$ cat src/rtl/vga_timing_gen_if.sv
//------------------------------------------------------------------------------
// vga_timing_gen_if
//
// Purpose:
//   Pixel-request bus between the VGA timing generator and the pixel source
//   (ALU / framebuffer). The generator announces which pixel it wants. The
//   source answers with that pixel's colour within the same pixel slot.
//
// Parameters:
//   RGB_SIZE  bits per colour channel
//   CNT_W     coordinate width
//
// Signals:
//   o_request      generator -> source  current slot is an active pixel
//   o_x, o_y       generator -> source  requested column / row (0 when idle)
//   o_pix_en       generator -> source  one-clk pixel-slot strobe
//   o_frame_start  generator -> source  one-clk pulse at frame wrap
//   i_red/green/blue  source -> generator  colour for (o_x, o_y)
//
// Modports:
//   master  the timing generator
//   slave   the pixel source
//------------------------------------------------------------------------------
interface vga_timing_gen_if #(
  parameter int RGB_SIZE = 8,
  parameter int CNT_W    = 11
);

  logic                o_request;
  logic [CNT_W-1:0]    o_x;
  logic [CNT_W-1:0]    o_y;
  logic                o_pix_en;
  logic                o_frame_start;
  logic [RGB_SIZE-1:0] i_red;
  logic [RGB_SIZE-1:0] i_green;
  logic [RGB_SIZE-1:0] i_blue;

  modport master (
    output o_request,
    output o_x,
    output o_y,
    output o_pix_en,
    output o_frame_start,
    input  i_red,
    input  i_green,
    input  i_blue
  );

  modport slave (
    input  o_request,
    input  o_x,
    input  o_y,
    input  o_pix_en,
    input  o_frame_start,
    output i_red,
    output i_green,
    output i_blue
  );

endinterface

$ cat src/rtl/vga_timing_gen.sv
//------------------------------------------------------------------------------
// vga_timing_gen
//
// Purpose:
//   Parametrised VGA timing and pixel-pipeline generator. A prescaler divides
//   clk into pixel slots. Horizontal and vertical counters walk the raster.
//   The current position is offered to the pixel source as a coordinate
//   request. The returned colour is registered together with sync and blank,
//   so every DAC pin shows slot N's values during slot N+1.
//
// Optional feature (macro VGA_TEST_PATTERN_EN):
//   When the macro is defined and pattern_sel = 1, the colour from the pixel
//   source is replaced by 8 full-scale vertical colour bars. Bar index is
//   o_x*8/H_ACTIVE, with bit2 = R, bit1 = G and bit0 = B.
//   When the macro is undefined, pattern_sel is ignored and no pattern logic
//   is built.
//
// Ports:
//   clk          system clock
//   reset        synchronous, active-low reset
//   pattern_sel  selects the internal test pattern (only with the macro)
//   bus          pixel-request interface (master side)
//   o_vga_r/g/b  colour to DAC, zero outside visible pixels
//   o_hsync      horizontal sync, active level HS_POL
//   o_vsync      vertical sync, active level VS_POL
//   o_sync       composite sync, tied to 0
//   o_blank      active-low blank, 1 only during visible pixels
//------------------------------------------------------------------------------
module vga_timing_gen #(
  parameter int RGB_SIZE = 8,
  parameter int CLK_DIV  = 2,
  parameter int H_ACTIVE = 640,
  parameter int H_FP     = 16,
  parameter int H_SYNC   = 96,
  parameter int H_BP     = 48,
  parameter int V_ACTIVE = 480,
  parameter int V_FP     = 10,
  parameter int V_SYNC   = 2,
  parameter int V_BP     = 33,
  parameter int HS_POL   = 0,
  parameter int VS_POL   = 0,
  parameter int CNT_W    = 11
) (
  input  logic                clk,
  input  logic                reset,
  input  logic                pattern_sel,
  vga_timing_gen_if.master    bus,
  output logic [RGB_SIZE-1:0] o_vga_r,
  output logic [RGB_SIZE-1:0] o_vga_g,
  output logic [RGB_SIZE-1:0] o_vga_b,
  output logic                o_hsync,
  output logic                o_vsync,
  output logic                o_sync,
  output logic                o_blank
);

  localparam int H_TOTAL = H_ACTIVE + H_FP + H_SYNC + H_BP;
  localparam int V_TOTAL = V_ACTIVE + V_FP + V_SYNC + V_BP;

  // A one-bit prescaler is kept even for CLK_DIV = 1. It then never leaves 0,
  // so the slot strobe is permanently high.
  localparam int PRESC_W = (CLK_DIV > 1) ? $clog2(CLK_DIV) : 1;
  localparam logic [PRESC_W-1:0] PRESC_LAST = PRESC_W'(CLK_DIV - 1);

  localparam logic [CNT_W-1:0] H_LAST   = CNT_W'(H_TOTAL - 1);
  localparam logic [CNT_W-1:0] V_LAST   = CNT_W'(V_TOTAL - 1);
  localparam logic [CNT_W-1:0] H_ACT    = CNT_W'(H_ACTIVE);
  localparam logic [CNT_W-1:0] V_ACT    = CNT_W'(V_ACTIVE);
  localparam logic [CNT_W-1:0] HS_START = CNT_W'(H_ACTIVE + H_FP);
  localparam logic [CNT_W-1:0] HS_END   = CNT_W'(H_ACTIVE + H_FP + H_SYNC);
  localparam logic [CNT_W-1:0] VS_START = CNT_W'(V_ACTIVE + V_FP);
  localparam logic [CNT_W-1:0] VS_END   = CNT_W'(V_ACTIVE + V_FP + V_SYNC);

  localparam logic HS_ACT_LVL = (HS_POL != 0);
  localparam logic VS_ACT_LVL = (VS_POL != 0);

  logic [PRESC_W-1:0]  r_presc;
  logic [CNT_W-1:0]    r_hCnt;
  logic [CNT_W-1:0]    r_vCnt;
  logic [RGB_SIZE-1:0] r_vgaR;
  logic [RGB_SIZE-1:0] r_vgaG;
  logic [RGB_SIZE-1:0] r_vgaB;
  logic                r_hsync;
  logic                r_vsync;
  logic                r_blank;

  logic                w_pixEn;
  logic                w_hLast;
  logic                w_vLast;
  logic                w_request;
  logic                w_inHsync;
  logic                w_inVsync;
  logic [CNT_W-1:0]    w_x;
  logic [CNT_W-1:0]    w_y;
  logic [RGB_SIZE-1:0] w_red;
  logic [RGB_SIZE-1:0] w_green;
  logic [RGB_SIZE-1:0] w_blue;

  // Raster decode from the counters.
  assign w_pixEn   = (r_presc == PRESC_LAST);
  assign w_hLast   = (r_hCnt == H_LAST);
  assign w_vLast   = (r_vCnt == V_LAST);
  assign w_request = (r_hCnt < H_ACT) && (r_vCnt < V_ACT);
  assign w_inHsync = (r_hCnt >= HS_START) && (r_hCnt < HS_END);
  assign w_inVsync = (r_vCnt >= VS_START) && (r_vCnt < VS_END);
  assign w_x       = w_request ? r_hCnt : '0;
  assign w_y       = w_request ? r_vCnt : '0;

  // The frame strobe is decoded directly from the counters. It is qualified
  // with reset, so the strobe stays low for the whole time reset is held.
  assign bus.o_request     = w_request;
  assign bus.o_x           = w_x;
  assign bus.o_y           = w_y;
  assign bus.o_pix_en      = w_pixEn;
  assign bus.o_frame_start = w_pixEn & w_hLast & w_vLast & reset;

`ifdef VGA_TEST_PATTERN_EN
  // Colour bars. The divisor is a constant, so this reduces to fixed
  // thresholds on the column. Outside request slots w_x is 0, but the
  // output stage blanks those slots anyway.
  localparam logic [CNT_W+2:0] BAR_DIV = (CNT_W+3)'(H_ACTIVE);
  logic [2:0] w_barIdx;
  assign w_barIdx = 3'({w_x, 3'b000} / BAR_DIV);
  assign w_red    = pattern_sel ? {RGB_SIZE{w_barIdx[2]}} : bus.i_red;
  assign w_green  = pattern_sel ? {RGB_SIZE{w_barIdx[1]}} : bus.i_green;
  assign w_blue   = pattern_sel ? {RGB_SIZE{w_barIdx[0]}} : bus.i_blue;
`else
  logic w_unusedPatternSel;
  assign w_unusedPatternSel = pattern_sel;
  assign w_red   = bus.i_red;
  assign w_green = bus.i_green;
  assign w_blue  = bus.i_blue;
`endif

  // Pixel-slot prescaler: counts 0..CLK_DIV-1 and restarts on the strobe.
  always_ff @(posedge clk) begin
    if (!reset) begin
      r_presc <= '0;
    end else if (w_pixEn) begin
      r_presc <= '0;
    end else begin
      r_presc <= r_presc + PRESC_W'(1);
    end
  end

  // Raster counters advance once per pixel slot. The line counter steps
  // only when the column counter wraps.
  always_ff @(posedge clk) begin
    if (!reset) begin
      r_hCnt <= '0;
      r_vCnt <= '0;
    end else if (w_pixEn) begin
      if (w_hLast) begin
        r_hCnt <= '0;
        r_vCnt <= w_vLast ? '0 : r_vCnt + CNT_W'(1);
      end else begin
        r_hCnt <= r_hCnt + CNT_W'(1);
      end
    end
  end

  // Output stage: captures the slot's colour, blank and sync at the end of
  // the slot. All pins are registered here, so they change on the same
  // edge and show the previous slot for exactly one slot.
  always_ff @(posedge clk) begin
    if (!reset) begin
      r_vgaR  <= '0;
      r_vgaG  <= '0;
      r_vgaB  <= '0;
      r_blank <= 1'b0;
      r_hsync <= ~HS_ACT_LVL;
      r_vsync <= ~VS_ACT_LVL;
    end else if (w_pixEn) begin
      r_vgaR  <= w_request ? w_red   : '0;
      r_vgaG  <= w_request ? w_green : '0;
      r_vgaB  <= w_request ? w_blue  : '0;
      r_blank <= w_request;
      r_hsync <= w_inHsync ? HS_ACT_LVL : ~HS_ACT_LVL;
      r_vsync <= w_inVsync ? VS_ACT_LVL : ~VS_ACT_LVL;
    end
  end

  assign o_vga_r = r_vgaR;
  assign o_vga_g = r_vgaG;
  assign o_vga_b = r_vgaB;
  assign o_blank = r_blank;
  assign o_hsync = r_hsync;
  assign o_vsync = r_vsync;
  assign o_sync  = 1'b0;

endmodule

$ cat src/flat_wrapper.sv
// flat-port wrapper written by rule: the top's interface ports become plain ports
module vga_timing_gen_flat 
#(
  parameter int RGB_SIZE = 8,
  parameter int CLK_DIV  = 2,
  parameter int H_ACTIVE = 640,
  parameter int H_FP     = 16,
  parameter int H_SYNC   = 96,
  parameter int H_BP     = 48,
  parameter int V_ACTIVE = 480,
  parameter int V_FP     = 10,
  parameter int V_SYNC   = 2,
  parameter int V_BP     = 33,
  parameter int HS_POL   = 0,
  parameter int VS_POL   = 0,
  parameter int CNT_W    = 11
)
  (clk, reset, pattern_sel, o_vga_r, o_vga_g, o_vga_b, o_hsync, o_vsync, o_sync, o_blank, bus_o_request, bus_o_x, bus_o_y, bus_o_pix_en, bus_o_frame_start, bus_i_red, bus_i_green, bus_i_blue);
  vga_timing_gen_if #(.RGB_SIZE(RGB_SIZE), .CNT_W(CNT_W)) bus_i ();
  input  logic clk;
  input  logic reset;
  input  logic pattern_sel;
  output logic [RGB_SIZE-1:0] o_vga_r;
  output logic [RGB_SIZE-1:0] o_vga_g;
  output logic [RGB_SIZE-1:0] o_vga_b;
  output logic o_hsync;
  output logic o_vsync;
  output logic o_sync;
  output logic o_blank;
  output wire logic [$bits(bus_i.o_request)-1:0] bus_o_request;
  output wire logic [$bits(bus_i.o_x)-1:0] bus_o_x;
  output wire logic [$bits(bus_i.o_y)-1:0] bus_o_y;
  output wire logic [$bits(bus_i.o_pix_en)-1:0] bus_o_pix_en;
  output wire logic [$bits(bus_i.o_frame_start)-1:0] bus_o_frame_start;
  input wire logic [$bits(bus_i.i_red)-1:0] bus_i_red;
  input wire logic [$bits(bus_i.i_green)-1:0] bus_i_green;
  input wire logic [$bits(bus_i.i_blue)-1:0] bus_i_blue;
  assign bus_o_request = bus_i.o_request;
  assign bus_o_x = bus_i.o_x;
  assign bus_o_y = bus_i.o_y;
  assign bus_o_pix_en = bus_i.o_pix_en;
  assign bus_o_frame_start = bus_i.o_frame_start;
  assign bus_i.i_red = bus_i_red;
  assign bus_i.i_green = bus_i_green;
  assign bus_i.i_blue = bus_i_blue;
  vga_timing_gen #(.RGB_SIZE(RGB_SIZE), .CLK_DIV(CLK_DIV), .H_ACTIVE(H_ACTIVE), .H_FP(H_FP), .H_SYNC(H_SYNC), .H_BP(H_BP), .V_ACTIVE(V_ACTIVE), .V_FP(V_FP), .V_SYNC(V_SYNC), .V_BP(V_BP), .HS_POL(HS_POL), .VS_POL(VS_POL), .CNT_W(CNT_W)) u_core (.clk(clk), .reset(reset), .pattern_sel(pattern_sel), .bus(bus_i), .o_vga_r(o_vga_r), .o_vga_g(o_vga_g), .o_vga_b(o_vga_b), .o_hsync(o_hsync), .o_vsync(o_vsync), .o_sync(o_sync), .o_blank(o_blank));
endmodule
$ cat config.mk
export PLATFORM = sky130hd
export DESIGN_NAME = vga_timing_gen_flat
export DESIGN_NICKNAME = d
export VERILOG_FILES = /design/src/rtl/vga_timing_gen_if.sv /design/src/rtl/vga_timing_gen.sv /design/src/flat_wrapper.sv
export SDC_FILE = /design/constraint.sdc
export NUM_CORES = 1
export LEC_CHECK = 0
export CAP_MARGIN = 20
export CORE_MARGIN = 2
export CORE_UTILIZATION = 44
export DETAILED_ROUTE_END_ITERATION = 6
export PLACE_DENSITY = 0.79
export SYNTH_ARGS = -nofsm -noshare
export SYNTH_HDL_FRONTEND = slang
export SYNTH_SLANG_ARGS = --single-unit
$ cat constraint.sdc
create_clock -name clk -period 2 [get_ports clk]
set_clock_uncertainty 0.05 [all_clocks]
set_input_delay 0.3 -clock clk [delete_from_list [all_inputs] [get_ports clk]]
set_output_delay 0.3 -clock clk [all_outputs]
set_load 0.005 [all_outputs]
==> metrics.md <==
| Metric | Value |
|---|---|
| Tcrit/Tclk final | `106%` |
| Routability cong. | `0.800` |
| CTS tree | `done` |
| Routed WL per cell | `14.8 microns` |
| Nets | `383` |
| Syn Inst Count | `238` |
| Chip Width | `75.3 microns` |
| Share of cells above drive strength 1 | `31.9%` |
| Top cells by count, synth | `50 x dfxtp_1, 24 x a22o_1, 18 x and2_1` |
| Worst Reg-to-Reg Cells | `6` |
| Final HPWL DP | `~4.0 mm` |
| Maximum clock insertion buffer count | `2` |
| Setup TNS Final | `-0.887 ns` |
| Skew-Pair Late Insertion Delay | `0.31 ns` |
| Cell taking the most area after synthesis | `dfxtp_1` |
| Worst r2r src | `u_core.r_hCnt[0]` |
| Worst Path Arrival | `1.76 ns` |
| Async SR Flop Fraction | `0%` |
| Slowest cell on the critical path | `or3_4` |
| Slew Viols, Final | `0` |
| ANT cells | `0` |
| Max-Cap Viols | `0` |
| Dpl ws | `-0.128 ns` |
| Avg Inst Size Synth | `9.41 sq um` |
| Site Rows | `25` |
| Vias in the first global route | `2092` |
| Most common cell on crit path | `buf_6` |
| Pwr/cell area | `561 mW/mm^2` |
| Grt total ovfl | `0` |
| Critical path buffers and inverters | `4` |
| IO buf count | `74` |
| Final Hold Fails | `0` |
| #FFs+latches synth | `50` |
| Failing checks | `negative setup slack` |
| CTS Root Cell | `clkbuf_8` |
| Status | `finished with violations` |
| Netlist Area Pre-Place | `0.00224 sq mm` |
| CP required | `1.65 ns` |
| Die Y | `75.3 microns` |
| Global Route Usage Sum | `around 22%` |
| Final WL | `6.24 mm` |
| Clock transition at the registers of the reported paths | `0.10 ns` |
| Placed cells | `approximately 400` |
| Via count | `around 2200` |
| Top-Level Pins | `80` |
| Clock Sinks | `50` |
| Dominant cells by area after synthesis | `dfxtp_1 45%, a22o_1 9.4%, and2_1 5.0%` |
| Hold_buf cts | `0` |
| H-tree levels | `2` |
| CP Capture Type | `output pin` |
| Pre-Repair DR Iteration Count | `4` |
| Post-synth top flop | `dfxtp_1` |
| Number of CTS-inserted buffers | `5` |
| Largest net degree at the start of global routing | `27` |
| Crit-path cells | `or3_4 > nor3_4 > buf_6 > buf_6 > buf_6 > and2_4 > buf_6` |
| Setup WS post-layout | `-0.115 ns` |
| R2R setup slack | `0.08 ns` |
| Final std cells w/o fill | `about 420` |
| Max incr delay on CP | `~0.40 ns` |
| Yosys top cell area share | `44.7%` |
| Maximum fanout along the worst path | `4` |
| Final Setup Violations | `17` |
| Hold depth | `1` |
| Peak supply drop | `0.464 mV` |
| ANT nets after route | `0` |
| Crit path kind | `flop to output pin` |
| Area Growth Syn to Fin | `60.7%` |
| RSZ-0062 raised after global routing | `yes` |
| Worst hold path class | `flop to flop` |
| Most frequent cell after synthesis | `dfxtp_1` |
| Tmin final | `~2.1 ns` |
| Delay-heaviest family, CP | `simple AND/OR/NAND/NOR gates` |
| Antenna violations before repair | `0` |
| Syn. warnings | `0` |
| Startpoint Class | `flop` |
| Starting Density | `between 40 and 50%` |
| Reg-to-reg endpoint | `u_core.r_vCnt[5]` |
| Hold Startpoint | `u_core.o_vga_r[0]` |
| Fmax | `473 MHz` |
| Yosys cell types | `41` |
| Via density | `5.21` |
| Min-Delay Endpoint | `u_core.o_vga_r[0]` |
| First-pass GRT wire length | `9.58 mm` |
| Core Area | `0.00482 sq mm` |
| Die ar. | `0.00568 sq mm` |
| Drt drc | `0` |
| Static leakage | `1.49 nW` |
| Post-synthesis sequential area ratio | `between 40% and 50%` |
| Total power | `2.02 mW` |
| Post-synth EDFFs | `0` |
| Initial DRC Count | `roughly 110` |
==> worst max path at each step <==
stage,start,end,slack (ns),cells past startpoint
floorplan,u_core.r_hCnt[0],bus_o_frame_start,0.27,6
global placement,u_core.r_vCnt[0],bus_o_frame_start,-0.12,6
detailed placement,u_core.r_vCnt[0],bus_o_frame_start,-0.13,6
CTS,u_core.r_hCnt[10],bus_o_x[0],-0.11,7
global route,u_core.r_hCnt[10],bus_o_x[0],-0.19,7
finish,u_core.r_hCnt[10],bus_o_y[3],-0.11,7
==> layout make-up <==
type	count	area, sq um
clock inverter	3	48.8
tap	67	83.8
inverter	3	11.3
timing repair buffer	124	1170
multi-input combinational	169	1210
clock buffer	5	68.8
fill	372	1220
sequential	50	1010
==> repair_timing <==
item / CTS / global route
gates cloned: 1 / 0
endpoints found under the hold margin: 0 / 0
pin swaps: 15 / 5
endpoints found under the setup margin: 21 / 24
resized for setup: 108 / 35
setup buffers: 10 / 3
==> metal layers <==
layer  up-vias  global-route usage, %  share of wire, %
met2        87                   35.9                49
met5         -                      0                 0
met3         9                   8.73               8.4
met1      1017                   27.1                41
met4         0                   7.60               1.5
li1       1082                      -                 -
==> power breakdown <==
group	switching, mW	internal (mW)	total (mW)
clock	0.357	0.381	0.738
sequential	0.0195	1.03	1.05
combinational	0.0811	0.148	0.229
total	0.457	1.56	2.02
==> stage by stage <==
| step | utilization [%] | hold WS, ns | instance area (sq um) |
|---|---|---|---|
| 2_1_floorplan | - | 0.376 | 2250 |
| 3_3_place_gp | 67.4 | 0.384 | 3250 |
| 3_5_place_dp | 67.4 | 0.414 | 3250 |
| 4_1_cts | 71.7 | 0.442 | 3450 |
| 5_1_grt | 74.7 | 0.460 | 3600 |
| 6_report | 74.7 | 0.438 | 3600 |
==> cell usage in the layout, fill, tap and decap left out, types with 2 or more instances in the layout <==
cell,netlist,layout
clkdlybuf4s50_1,0,53
dfxtp_1,50,45
buf_4,4,38
buf_6,1,25
a22o_1,24,24
nand2_1,16,16
nor2_1,16,16
and2_4,0,15
a21oi_1,10,10
nand3_1,10,9
nand4_1,8,8
xor2_1,7,7
buf_2,5,6
and4_1,6,5
clkbuf_8,0,5
dfxtp_2,0,5
nand2b_1,4,4
and3_1,5,4
o21ai_0,4,4
conb_1,1,4
and2_1,18,3
xnor2_1,3,3
or4_1,3,3
inv_2,0,2
nor2b_1,2,2
or3_1,2,2
o22ai_1,2,2
mux2i_1,2,2
nor3_1,3,2
ha_1,3,2
buf_12,0,2
==> registers in the layout, indices dropped and copies added (netlist names) <==
name,flops
u_core.r_vCnt,11
u_core.r_hCnt,11
u_core.o_vga_g,8
u_core.o_blank,1
u_core.o_vga_b,8
u_core.bus.o_pix_en,1
u_core.o_vga_r,8
u_core.o_hsync,1
u_core.o_vsync,1
==> kinds of logic after synthesis <==
| family | Yosys count | synth area share, % |
|---|---|---|
| DFF | 50 | 44.7 |
| adders and majority gates | 3 | 1.68 |
| xor gates and xnor gates | 10 | 3.91 |
| AOI/OAI and AO/OA | 47 | 15.5 |
| muxes | 2 | 0.894 |
| and+or+nand+nor | 103 | 27.2 |
| other | 1 | 0.167 |
| buffers and inverters | 22 | 5.98 |
No activity file was read; power rests on OpenSTA's default activity.
